--- config.mk ---
export PLATFORM = sky130hd
export DESIGN_NAME = mem_stage_flat
export DESIGN_NICKNAME = d
export VERILOG_FILES = /design/src/rtl/mem_stage_if.sv /design/src/rtl/mem_stage.sv /design/src/flat_wrapper.sv
export SDC_FILE = /design/constraint.sdc
export NUM_CORES = 1
export LEC_CHECK = 0
export ABC_AREA = 1
export CAP_MARGIN = 20
export CORE_ASPECT_RATIO = 1.75
export CORE_MARGIN = 4
export CORE_UTILIZATION = 44
export DETAILED_ROUTE_END_ITERATION = 8
export PLACE_DENSITY = 0.86
export SETUP_SLACK_MARGIN = 0.02
export SLEW_MARGIN = 20
export SYNTH_ARGS = -nofsm -noshare
export SYNTH_HDL_FRONTEND = slang
export SYNTH_SLANG_ARGS = --single-unit
--- constraint.sdc ---
create_clock -name clk -period 6 [get_ports clk]
set_clock_uncertainty 0.1 [all_clocks]
set_input_delay 1.2 -clock clk [delete_from_list [all_inputs] [get_ports clk]]
set_output_delay 1.2 -clock clk [all_outputs]
set_load 0.05 [all_outputs]
--- src/rtl/mem_stage_if.sv ---
// mem_stage_if: data-memory request/acknowledge bus between the MEM stage and data memory.
interface mem_stage_if #(
  parameter int DATA_W = 8,
  parameter int ADDR_W = 8
);
  logic              req;
  logic              we;
  logic [ADDR_W-1:0] addr;
  logic [DATA_W-1:0] wdata;
  logic [DATA_W-1:0] rdata;
  logic              ack;
  modport master (output req, we, addr, wdata, input rdata, ack);
  modport slave  (input req, we, addr, wdata, output rdata, ack);
endinterface

--- src/rtl/mem_stage.sv ---
// mem_stage: MEM stage of the 8-bit RISC with a variable-latency req/ack data-memory access,
// upstream stall while an access is outstanding, sticky timeout flag and the MEM/WB register.
module mem_stage #(
  parameter int DATA_W  = 8,
  parameter int ADDR_W  = 8,
  parameter int TIMEOUT = 15
) (
  input  logic              clk,
  input  logic              rst,
  input  logic              regwrite_exmem_i,
  input  logic              memread_exmem_i,
  input  logic              memwrite_exmem_i,
  input  logic              mem_to_reg_exmem_i,
  input  logic [DATA_W-1:0] alu_result_exmem_i,
  input  logic [DATA_W-1:0] write_data_exmem_i,
  input  logic [2:0]        rd_exmem_i,
  output logic              stall_o,
  mem_stage_if.master       dmem,
  output logic              err_o,
  output logic              regwrite_memwb_o,
  output logic              mem_to_reg_memwb_o,
  output logic [DATA_W-1:0] wb_data_memwb_o,
  output logic [2:0]        rd_memwb_o
);
  localparam int CW = $clog2(TIMEOUT + 1);
  typedef enum logic {IDLE, BUSY} state_t;
  state_t state, state_nx;
  logic [CW-1:0] cnt;
  logic [DATA_W-1:0] wb_nx;
  logic op, done;
  assign op = memread_exmem_i | memwrite_exmem_i;
  always_ff @(posedge clk or posedge rst) begin
    if (rst) state <= IDLE;
    else state <= state_nx;
  end
  always_comb begin
    state_nx = state == IDLE ? (op ? BUSY : IDLE) : (done ? IDLE : BUSY);
  end
  // Timeout completes like an ack with zero read data; stall is masked during reset.
  always_comb begin
    done = state == BUSY && (dmem.ack || cnt == CW'(TIMEOUT - 1));
    stall_o = !rst && (state == IDLE ? op : !done);
    wb_nx = (state == BUSY && mem_to_reg_exmem_i) ? ((dmem.ack && !dmem.we) ? dmem.rdata : '0)
                                                  : alu_result_exmem_i;
  end
  always_ff @(posedge clk or posedge rst) begin
    if (rst) begin
      dmem.req           <= 1'b0;
      dmem.we            <= 1'b0;
      dmem.addr          <= '0;
      dmem.wdata         <= '0;
      cnt                <= '0;
      err_o              <= 1'b0;
      regwrite_memwb_o   <= 1'b0;
      mem_to_reg_memwb_o <= 1'b0;
      wb_data_memwb_o    <= '0;
      rd_memwb_o         <= '0;
    end else begin
      dmem.req <= state_nx == BUSY;
      if (state == IDLE && op) begin
        dmem.we    <= memwrite_exmem_i;
        dmem.addr  <= alu_result_exmem_i[ADDR_W-1:0];
        dmem.wdata <= write_data_exmem_i;
      end
      cnt                <= state == BUSY ? cnt + CW'(1) : '0;
      err_o              <= err_o | (done && !dmem.ack);
      regwrite_memwb_o   <= !stall_o && regwrite_exmem_i;
      mem_to_reg_memwb_o <= !stall_o && mem_to_reg_exmem_i;
      wb_data_memwb_o    <= stall_o ? '0 : wb_nx;
      rd_memwb_o         <= stall_o ? '0 : rd_exmem_i;
    end
  end
endmodule
--- src/flat_wrapper.sv ---
// flat-port wrapper written by rule: the top's interface ports become plain ports
module mem_stage_flat 
#(
  parameter int DATA_W  = 8,
  parameter int ADDR_W  = 8,
  parameter int TIMEOUT = 15
)
  (clk, rst, regwrite_exmem_i, memread_exmem_i, memwrite_exmem_i, mem_to_reg_exmem_i, alu_result_exmem_i, write_data_exmem_i, rd_exmem_i, stall_o, err_o, regwrite_memwb_o, mem_to_reg_memwb_o, wb_data_memwb_o, rd_memwb_o, dmem_req, dmem_we, dmem_addr, dmem_wdata, dmem_rdata, dmem_ack);
  mem_stage_if #(.DATA_W(DATA_W), .ADDR_W(ADDR_W)) dmem_i ();
  input  logic clk;
  input  logic rst;
  input  logic regwrite_exmem_i;
  input  logic memread_exmem_i;
  input  logic memwrite_exmem_i;
  input  logic mem_to_reg_exmem_i;
  input  logic [DATA_W-1:0] alu_result_exmem_i;
  input  logic [DATA_W-1:0] write_data_exmem_i;
  input  logic [2:0] rd_exmem_i;
  output logic stall_o;
  output logic err_o;
  output logic regwrite_memwb_o;
  output logic mem_to_reg_memwb_o;
  output logic [DATA_W-1:0] wb_data_memwb_o;
  output logic [2:0] rd_memwb_o;
  output wire logic [$bits(dmem_i.req)-1:0] dmem_req;
  output wire logic [$bits(dmem_i.we)-1:0] dmem_we;
  output wire logic [$bits(dmem_i.addr)-1:0] dmem_addr;
  output wire logic [$bits(dmem_i.wdata)-1:0] dmem_wdata;
  input wire logic [$bits(dmem_i.rdata)-1:0] dmem_rdata;
  input wire logic [$bits(dmem_i.ack)-1:0] dmem_ack;
  assign dmem_req = dmem_i.req;
  assign dmem_we = dmem_i.we;
  assign dmem_addr = dmem_i.addr;
  assign dmem_wdata = dmem_i.wdata;
  assign dmem_i.rdata = dmem_rdata;
  assign dmem_i.ack = dmem_ack;
  mem_stage #(.DATA_W(DATA_W), .ADDR_W(ADDR_W), .TIMEOUT(TIMEOUT)) u_core (.clk(clk), .rst(rst), .regwrite_exmem_i(regwrite_exmem_i), .memread_exmem_i(memread_exmem_i), .memwrite_exmem_i(memwrite_exmem_i), .mem_to_reg_exmem_i(mem_to_reg_exmem_i), .alu_result_exmem_i(alu_result_exmem_i), .write_data_exmem_i(write_data_exmem_i), .rd_exmem_i(rd_exmem_i), .stall_o(stall_o), .dmem(dmem_i), .err_o(err_o), .regwrite_memwb_o(regwrite_memwb_o), .mem_to_reg_memwb_o(mem_to_reg_memwb_o), .wb_data_memwb_o(wb_data_memwb_o), .rd_memwb_o(rd_memwb_o));
endmodule
==> results of run 1 <==
-- per-stage QoR --
stage               utilization [%]  total power, mW
finish                         71.0            0.957
global route                   71.0             1.01
CTS                            71.0            0.969
detailed placement             68.1            0.795
global placement               68.1            0.786
floorplan                         -            0.633
-- metal layers --
layer	vias to the layer above	GRT usage [%]	share of wire [%]
li1	619	-	-
met1	564	17.2	36
met2	47	29.6	52
met3	11	4.80	7.4
met4	0	11.0	4.2
met5	-	0	0
-- logic make-up (layout without fill, tap and decap cells) --
family	after synthesis	after routing	synth area share, %
AO/OA/AOI/OAI	8	8	4.54
XOR/XNOR	2	2	1.20
adder cells (fa/ha/maj)	2	2	1.71
buffers and inverters	17	90	5.14
flip-flops	36	36	61.7
AND/OR/NAND/NOR	94	94	25.7
-- worst paths after layout --
| kind | start | endpoint | slack (ns) | depth (start not counted) |
|---|---|---|---|---|
| min in group asynchronous | rst | u_core.wb_data_memwb_o[6] | 1.28 | 3 |
| worst max-delay path | memwrite_exmem_i | stall_o | 1.52 | 6 |
| max in group asynchronous | rst | u_core.dmem.addr[2] | 4.20 | 3 |
| worst max register to register | u_core.cnt[0] | u_core.wb_data_memwb_o[7] | 4.62 | 8 |
| worst min-delay path | u_core.err_o | u_core.err_o | 0.37 | 2 |
| worst min register to register | u_core.err_o | u_core.err_o | 0.37 | 2 |
-- worst register-to-register path: cells and delay by family, from the launching register on --
kind | cells | cell delay (ns)
flops | 1 | 0.39
simple gates | 5 | 0.51
fa+ha+maj | 1 | 0.19
buf+inv | 2 | 0.10
-- cell type report --
type	count	share of cell area [%]
Multi-Input combinational cell	106	21.5
Inverter	15	2.50
Clock buffer	6	3.66
Clock inverter	2	0.444
Timing Repair Buffer	67	29.6
Tap cell	43	2.38
Sequential cell	36	39.9
-- synthesized netlist by cell type --
cell       n  area share, %
o31ai_1    1           0.51
inv_1     13            3.3
buf_6      1           0.77
o21ai_4    1            1.1
xor2_1     1           0.60
a21boi_0   5            2.6
xnor2_1    1           0.60
inv_2      2           0.51
nand3_1    2           0.69
nand2_1   83             21
o21ai_0    1           0.34
nor2_4     1           0.77
buf_4      1           0.51
dfrtp_1   36             62
ha_1       2            1.7
nand2_2    2           0.86
nor2_1     5            1.3
nand2_4    1           0.77
-- registers in the layout, summed over array words and instances, names as in the netlist --
register,count
u_core.wb_data_memwb_o,8
u_core.dmem.wdata,8
u_core.rd_memwb_o,3
u_core.cnt,4
u_core.dmem.addr,8
u_core.mem_to_reg_memwb_o,1
u_core.state,1
u_core.dmem.we,1
u_core.regwrite_memwb_o,1
u_core.err_o,1
-- power groups by stage --
stage	sequential [mW]	clock, mW	combinational (mW)
final	0.337	0.170	0.450
after global routing	0.345	0.191	0.478
after CTS	0.337	0.176	0.456
after detailed placement	0.341	0	0.454
after global placement	0.338	0	0.448
after floorplan	0.531	0	0.102
==> results.txt, run 1 <==
- The run finished with clean final reports.
- In the routed layout, each cell is associated on average with a via count of 4.51.
- The number of nets handed over by synthesis was 195.
* Post-Layout Cell Count: 275
- In this run, placement finished with an instance count of 267.
- Min-Delay Path Class: reg2reg
- Counting stages on the worst path, the most repeated cell is clkdlybuf4s50_1.
- Floorplan die area: 4340 um2
- Router iterations before antenna repair: 4
* # clock sinks: 36
- In this run switching power makes up 43.4% of total power.
- Together, buffers and inverters on the worst path number 3.
- TritonCTS built the clock tree.
- After clock tree synthesis, the clock-pin slew on the worst setup and hold paths is 0.06 ns.
- I/O pins: 67
- Global routing used 17.1% of the available tracks across all layers.
* Drc violations: 0
- Number of register bits inferred by synthesis: 36
- The floorplan step set the die width to 51.5 um.
* Hold Buf Count CTS: 0
- Yosys printed 0 warnings.
* Fill cells: 246
- The tool flagged a number of max-cap violations equal to 0.
- The share of total power dissipated in combinational logic is 47.0%.
* CP Launch Type: input port
* Setup slack of the critical path after layout: 1.52 ns
- Crit-path max cell delay: 0.70 ns
- The longest clock path from root to sink contains 2 buffers.
- The finished cells cover 2260 um2.
* Height of the die: 84.2 um
* Placeable Area: 3180 um2
- Wire length of the first global-routing pass: 5.65 mm
- Chain of cells forming the critical path: clkdlybuf4s50_1, o21ai_4, nand2_4, nand2_2, inv_1, clkdlybuf4s50_1
* Worst setup path class: in2out
* # nets final: 267
- The library cells used most frequently in the layout, excluding fill and tap cells, are nand2_1, clkdlybuf4s50_1, dfrtp_1, inv_1, clkbuf_8.
- The worst path needs 4.48 ns of the cycle, external delays included.
- The final count of pins violating max slew is 0.
- Part of the total power dissipated in sequential elements: 35.2%
- In this run the remaining antenna-violating nets after routing total 0.
- Critical Path End Type: primary output
- Share of layout cells above drive strength 1: 6.90%
- Most common library cell in the layout ignoring fill and taps: nand2_1
* Unrepaired setup endpoints after global routing: no
- Syn_area_per_cell: 9.18 um2
- The clock tree synthesis step divided the H-tree into 2 levels.
* Maximum number of pins on one net before global-route repair: 42
* Clock tree root driver cell: clkbuf_8
- P per Cell Area: 424 nW/um2
- Once the floorplan was initialized, standard cells occupied 46.0% of the core.
* Total area of multi-input combinational cells: 484 um2
* Critical path arrival: 3.18 ns
- Summing all placed instances gives a cell area of 2160 um2.
- Summing all flip-flop and latch instances after layout gives 901 um2.
- Last weighted congestion value of the routability-driven placer: 0.820
- Peak VDD IR: 0.319 mV
* Netlist area before placement: 1460 um2
- Crit path max fanout: 18
- The tightest hold path in the finished design has a slack of 0.372 ns.
* Number of cells produced by synthesis: 159
- Proportion of power drawn by the clock network: 17.8%
- In this run the power spent charging and discharging nets is 0.415 mW.
* Summed negative setup slack over all endpoints: 0 ns
- Row Count: 27
- After global routing the overflow that remains totals 0.
- Of the available clock period, the critical path in the final layout requires 74.7%.
- In this run, the number of DRC markers left after iteration 0 of detailed routing was 33.
- Number of buffers added on ports: 66
- Worst Max-Slew Pin Slew: 0.542 ns
- OpenSTA, run right after detailed placement, puts the worst setup slack at 1.50 ns.
* Int Pwr: 0.542 mW
* Standard cell with the maximum stage delay on the critical path: clkdlybuf4s50_1
- The netlist uses 18 different library cells.
- Via count of the first global-routing pass: 1326
- The number of antenna violations at the first check in global routing is 0.
- Fmax: 223 MHz
* Final setup violation count: 0
- Leakage power total: 1.15 nW
* Proportion of synthesized chip area in sequential cells: 61.7%
- Headroom to the max-slew limit came out at 63.8%.
* Clk_lat worst skew: 0.27 ns
* Routed wire length per instance: 11.9 um
- For this block, the via count after detailed routing is 1241.
* Final hold violation count: 0
- On the critical path the largest part of the delay comes from buffers and inverters.
* Total wire length: 3.28 mm
- After clock tree synthesis, the setup repair step added 0 buffers.
- The number of gates resized after CTS was 0.
- TritonCTS buffer count: 5
* # diodes: 0
- Layout area overhead: 54.5%
- Half-perimeter wire length after placement: 2.52 mm
* Required time reported for the critical path endpoint: 4.70 ns
Power figures use the tool's default switching activity.
==> run 2: changes to the inputs <==
--- a/config.mk
+++ b/config.mk
@@ -9,9 +9,9 @@
 export CAP_MARGIN = 20
 export CORE_ASPECT_RATIO = 1.75
 export CORE_MARGIN = 4
-export CORE_UTILIZATION = 44
+export CORE_UTILIZATION = 40
 export DETAILED_ROUTE_END_ITERATION = 8
-export PLACE_DENSITY = 0.86
+export PLACE_DENSITY = 0.79
 export SETUP_SLACK_MARGIN = 0.02
 export SLEW_MARGIN = 20
 export SYNTH_ARGS = -nofsm -noshare
==> constraint.sdc (replaced) <==
create_clock -name clk -period 4.2 [get_ports clk]
set_clock_uncertainty 0.1 [all_clocks]
set_input_delay 0.84 -clock clk [delete_from_list [all_inputs] [get_ports clk]]
set_output_delay 0.84 -clock clk [all_outputs]
set_load 0.05 [all_outputs]
==> results.txt, run 2 (synthesis gave the netlist of run 1 again) <==
- Total count of max-transition violations in the final report: 0 (unchanged)
- # clock sinks: 36 (unchanged)
* CTS H-tree depth: 2 (unchanged)
- The data arrival time at the worst-slack endpoint was 2.19 ns (was 3.18 ns).
- Row Count: 28 (was 27)
- Chain of cells forming the critical path: clkdlybuf4s50_1, o21ai_4, buf_4, nand2_4, nand2_2, inv_1, buf_4 (was clkdlybuf4s50_1, o21ai_4, nand2_4, nand2_2, inv_1, clkdlybuf4s50_1)
* Via count of the first global-routing pass: 1255 (was 1326)
- The total power came to 1.35 mW (was 0.957 mW).
- Final Critical Period: 3.13 ns
- The quantity of I/O buffers inserted on ports came to 66 (unchanged).
- Crit-path max cell delay: 0.46 ns (was 0.70 ns)
- Crit. Startpoint: memwrite_exmem_i (unchanged)
- The cell count after placement came to 270 (was 267).
- The worst relative slew slack was 64.4% (was 63.8%).
- The kind of start point of the critical path is an input port (unchanged).
- Post-CTS Resized: 0 (unchanged)
- The slew at the pin closest to its max-slew limit came to 0.532 ns (was 0.542 ns).
- Floorplan die area: 4720 um2 (was 4340 um2)
- MaxCap Viol Count: 0 (unchanged)
- The count of non-filler cells in the finished layout came to 277 (was 275).
- Share of layout cells above drive strength 1: 6.90% (unchanged)
- Total wire length: 3.45 mm (was 3.28 mm)
- The die span in x is 53.7 um (was 51.5 um).
- Required time reported for the critical path endpoint: 3.26 ns (was 4.70 ns)
- Buffering stage count on the worst path with inverters included: 4 (was 3)
- Half-perimeter wire length after placement: 2.60 mm (was 2.52 mm)
- The CTS root buffer is clkbuf_8 (unchanged).
- The critical path endpoint category was a primary output (unchanged).
- Layout area overhead: 54.0% (was 54.5%)
- Crit-path leading delay family: buffers and inverters (unchanged)
* Fin crit share: 74.6%
* Initial Utilization: 42.5% (was 46.0%)
- The power density over cell area came to 598 nW/um2 (was 424 nW/um2).
* Result of the run: finished, final reports clean (unchanged)
- The overall overflow remaining after global route is 0 (unchanged).
- Dpl cell area: 2170 um2 (was 2160 um2)
* Final Core Density: 65.5% (was 71.0%)
- Post-CTS Setup Inserts: 0 (unchanged)
- Leakage power total: 1.14 nW (was 1.15 nW)
* Min-Delay Path Class: reg2reg (unchanged)
* Crit path max fanout: 18 (unchanged)
* Maximum number of pins on one net before global-route repair: 42 (unchanged)
- The worst reg2reg path startpoint is u_core.state (was u_core.cnt[0]).
* Setup slack of the critical path after layout: 1.07 ns (was 1.52 ns)
- Worst setup path class: in2out (unchanged)
- Fmax: 319 MHz
- Post-DRT Antenna Nets: 0 (unchanged)
- Worst hold-check slack: 0.379 ns (was 0.372 ns)
* Router iterations before antenna repair: 4 (unchanged)
- The overall global routing resource usage came to 16.4% (was 17.1%).
* Summed negative setup slack over all endpoints: 0 ns (unchanged)
- Hold Buf Count CTS: 0 (unchanged)
- The antenna diode count came to 0 (unchanged).
- Unrepaired setup endpoints after global routing: no (unchanged)
- Largest regs: u_core.dmem.addr x8, u_core.dmem.wdata x8, u_core.wb_data_memwb_o x8 (unchanged).
- Placeable Area: 3430 um2 (was 3180 um2)
- Bufs on Longest Clock Path: 2 (unchanged)
- The first-iteration detailed-routing DRC count was 10 (was 33).
* Clock input transition at the sequential cells of the worst setup and hold paths: 0.06 ns (about the same)
* Final setup violation count: 0 (unchanged)
- The average wire per standard cell was 12.5 um (was 11.9 um).
- The number of nets in the layout came to 268 (was 267).
- The vertical die dimension is 87.9 um (was 84.2 um).
* TritonCTS buffer count: 5 (unchanged)
- Drc violations: 0 (unchanged)
- The global placement routability congestion was 0.737 (was 0.820).
- Summed area of non-filler cells in the final layout: 2250 um2 (was 2260 um2)
* Clock tree from TritonCTS: done (unchanged)
* Via/cell ratio: 4.38 (was 4.51)
* Standard cell with the maximum stage delay on the critical path: clkdlybuf4s50_1 (unchanged)
* Final hold violation count: 0 (unchanged)
- Setup WS pre-CTS: 1.06 ns (was 1.50 ns)
- The number of antenna violations at the first check in global routing was 0 (unchanged).
* Most common library cell in the layout ignoring fill and taps: nand2_1 (unchanged)
- The source of the worst hold timing path is u_core.dmem.wdata[7] (was u_core.err_o).
- The largest vdd supply drop came to 0.382 mV (was 0.319 mV).
- Wire length of the first global-routing pass: 5.62 mm (was 5.65 mm)
- Top library cells by usage in the layout, fill and taps aside: nand2_1, clkdlybuf4s50_1, dfrtp_1, inv_1 (was nand2_1, clkdlybuf4s50_1, dfrtp_1, inv_1, clkbuf_8)
- The insertion delay to the later sink of the worst-skew pair is 0.27 ns (about the same).
* Top cell by count, worst path: buf_4 (was clkdlybuf4s50_1)
* I/O pins: 67 (unchanged)
- The vias after detailed routing came to 1214 (was 1241).
run 2: cell count changes in the layout (fill, tap and decap cells not counted), sizes merged:
cell / previous run / this run
clkdlybuf4s50: 66 / 65
buf: 1 / 3
inv: 15 / 14
run 2: metal layers:
metal | GRT usage, % | vias to the layer above | routed length [um]
li1 | - | 619 | -
met1 | 16.6 | 546 | 1290
met2 | 29.1 | 42 | 1890
met3 | 3.58 | 7 | 182
met4 | 10.0 | 0 | 97
met5 | 0 | - | 0
run 2: final timing paths:
check	end	slack (ns)	cells after the start
worst min-delay path	u_core.dmem.wdata[7]	0.38	2
worst max register to register	u_core.dmem.we	2.75	5
worst max-delay path	stall_o	1.07	7
worst min register to register	u_core.dmem.wdata[7]	0.38	2
max in group asynchronous	u_core.dmem.addr[0]	2.77	3
min in group asynchronous	u_core.wb_data_memwb_o[3]	0.91	3
run 2: area by class of cell:
| cell class | instances | area, um2 |
|---|---|---|
| repair buffers | 68 | 673 |
| flip-flops and latches | 36 | 901 |
| well taps | 45 | 56.3 |
| multi-input cells | 106 | 484 |
| inverters | 15 | 56.3 |
| clock buffers | 6 | 72.6 |
| fillers | 311 | 1180 |
| clock inverters | 1 | 5.00 |
run 2: power by group:
part	total, mW	internal, mW	switching [mW]	leakage, nW
clock	0.219	0.112	0.107	0.0410
sequential	0.481	0.434	0.0471	0.445
combinational	0.645	0.212	0.434	0.657
total	1.35	0.758	0.587	1.14
run 2: tightest hold or removal path: cells and delay by family (launching register included):
family,cells,cell delay [ns]
simple gates,2,0.11
flops,1,0.34
==> run 3: changes to the inputs <==
==> constraint.sdc (replaced) <==
create_clock -name clk -period 3.1 [get_ports clk]
set_clock_uncertainty 0.1 [all_clocks]
set_input_delay 0.62 -clock clk [delete_from_list [all_inputs] [get_ports clk]]
set_output_delay 0.62 -clock clk [all_outputs]
set_load 0.05 [all_outputs]
==> results.txt, run 3 (synthesis gave the netlist of run 1 again) <==
- Result of the run: finished, final reports clean (unchanged).
* CTS H-tree depth: 2 (unchanged)
* Total global-route track usage: 16.5% (was 16.4%)
- The vias after detailed routing came to 1236 (was 1214).
* Maximum number of pins on one net before global-route repair: 42 (unchanged)
- Chain of cells forming the critical path: clkdlybuf4s50_1, o21ai_4, nand2_4, nand2_2, inv_1, buf_4 (was clkdlybuf4s50_1, o21ai_4, buf_4, nand2_4, nand2_2, inv_1, buf_4).
- Via count of the first global-routing pass: 1250 (was 1255)
* Required time reported for the critical path endpoint: 2.38 ns (was 3.26 ns)
* P per Cell Area: 822 nW/um2 (was 598 nW/um2)
- Last weighted congestion value of the routability-driven placer: 0.776 (was 0.737)
- The critical path endpoint category was a primary output (unchanged).
- Crit path max fanout: 9 (was 18)
* Post-DRT Antenna Nets: 0 (unchanged)
* DR iter-0 viols: 23 (was 10)
- The via count normalized by instance count was 4.45 (was 4.38).
* Fmax: 404 MHz
* Clock tree root driver cell: clkbuf_8 (unchanged)
- The cell family with the largest share of critical-path delay is buffers and inverters (unchanged).
- The detailed placement HPWL is 2.49 mm (was 2.60 mm).
- # clock sinks: 36 (unchanged)
* Worst Max-Slew Pin Slew: 0.526 ns (was 0.532 ns)
- Largest regs: u_core.dmem.addr x8, u_core.dmem.wdata x8, u_core.wb_data_memwb_o x8 (unchanged).
* Standard cell with the maximum stage delay on the critical path: clkdlybuf4s50_1 (unchanged)
* Post-CTS Resized: 0 (unchanged)
- TritonCTS buffer count: 5 (unchanged)
* Worst-case headroom to the max-slew limit: 64.8% (was 64.4%)
- The antenna diode count is 0 (unchanged).
* Final setup violation count: 0 (unchanged)
- Summed negative setup slack over all endpoints: 0 ns (unchanged)
- Share of layout cells above drive strength 1: 7.73% (was 6.90%)
- The final wirelength came to 3.36 mm (was 3.45 mm).
- Hold Buf Count CTS: 0 (unchanged)
* Placeable Area: 3430 um2 (unchanged)
* Total count of max-transition violations in the final report: 0 (unchanged)
- The number of nets in the layout is 268 (unchanged).
- Post-CTS Setup Inserts: 0 (unchanged)
- Bufs on Longest Clock Path: 2 (unchanged)
* Setup slack of the critical path after layout: 0.622 ns (was 1.07 ns)
* Clk_lat worst skew: 0.29 ns (was 0.27 ns)
- The synthesis-to-layout area growth is 55.0% (was 54.0%).
- The I/O pin count was 67 (unchanged).
- The detailed-router iteration count before antenna repair is 4 (unchanged).
- Final Critical Period: 2.48 ns
- The class of the most critical hold timing path is reg2reg (unchanged).
- Routed wire length per instance: 12.1 um (was 12.5 um)
- The clock transition at the registers of the reported paths came to 0.07 ns (was 0.06 ns).
* Wire length of the first global-routing pass: 5.56 mm (was 5.62 mm)
- The kind of start point of the critical path is an input port (unchanged).
- Critical path arrival: 1.76 ns (was 2.19 ns)
* Leakage power total: 1.15 nW (was 1.14 nW)
- Buffering stage count on the worst path with inverters included: 3 (was 4)
* Most common library cell in the layout ignoring fill and taps: nand2_1 (unchanged)
- The max capacitance violation total was 0 (unchanged).
* Startpoint of the most critical hold path: u_core.dmem.wdata[5] (was u_core.dmem.wdata[7])
- Drc violations: 0 (unchanged)
- Unrepaired setup endpoints after global routing: no (unchanged).
- The largest vdd supply drop came to 0.717 mV (was 0.382 mV).
* Clock tree from TritonCTS: done (unchanged)
* Top library cells by usage in the layout, fill and taps aside: nand2_1, clkdlybuf4s50_1, dfrtp_1, inv_1, clkbuf_8 (was nand2_1, clkdlybuf4s50_1, dfrtp_1, inv_1)
- The number of antenna violations at the first check in global routing is 0 (unchanged).
- Origin of the critical flop-to-flop path: u_core.state (unchanged)
* Floorplan die area: 4720 um2 (unchanged)
- The start point of the critical path was memwrite_exmem_i (unchanged).
- The critical path start-end classification is in2out (unchanged).
* Initial Utilization: 42.5% (unchanged)
- Final hold violation count: 0 (unchanged)
- The overall overflow remaining after global route is 0 (unchanged).
- The worst setup slack before clock tree synthesis was 0.606 ns (was 1.06 ns).
- The vertical die dimension came to 87.9 um (unchanged).
- The die span in x is 53.7 um (unchanged).
- The critical path's largest stage delay is 0.46 ns (about the same).
- In the finished design, the share of the clock period the worst path needs comes to 79.9%.
- The quantity of I/O buffers inserted on ports came to 66 (unchanged).
- Row Count: 28 (unchanged)
## run 3: changes by cell type in the layout (fill, tap and decap cells not counted)
cell and change:
clkbuf_1 -1, clkbuf_8 +1, clkinv_2 +1
## run 3: worst min-delay path: cells and delay by family (launching register included)
kind / cells / cell delay [ns]
flip-flops: 1 / 0.34
AND/OR/NAND/NOR: 2 / 0.10
## run 3: power breakdown
group          switching, mW  total, mW  leakage, nW  internal, mW
Sequential            0.0624      0.650        0.445         0.588
Combinational          0.586      0.872        0.657         0.287
Clock                  0.161      0.338       0.0510         0.177
Total                  0.809       1.86         1.15          1.05
## run 3: metrics by stage
step           total power, mW  hold slack [ns]  utilization [%]  instances  cell area [um2]
2_1_floorplan             1.23            0.354                -        159             1460
3_3_place_gp              1.53            0.362             63.2        270             2170
3_5_place_dp              1.54            0.364             63.2        270             2170
4_1_cts                   1.89            0.384             65.9        278             2260
5_1_grt                   1.97            0.403             65.9        278             2260
6_report                  1.86            0.378             65.9        278             2260
## run 3: final timing paths
check	endpoint	slack, ns	depth (start not counted)
setup / recovery	stall_o	0.62	6
hold / removal	u_core.dmem.wdata[5]	0.38	2
setup reg to reg	u_core.dmem.we	1.63	5
hold reg to reg	u_core.dmem.wdata[5]	0.38	2
max in group asynchronous	u_core.rd_memwb_o[0]	1.88	3
min in group asynchronous	u_core.dmem.addr[0]	0.69	3
## run 3: cell type report
class                   count  area (um2)
fillers                   318        1170
well taps                  45        56.3
inverters                  15        56.3
clock inverters             2        10.0
clock buffers               6        82.6
multi-input cells         106         484
repair buffers             68         673
flip-flops and latches     36         901
## run 3: layer usage
layer  vias up  routed length, um  GRT usage [%]
met3         8                243           5.45
met4         0                 98           9.07
li1        620                  -              -
met2        43               1800           28.7
met1       565               1220           16.5
met5         -                  0              0
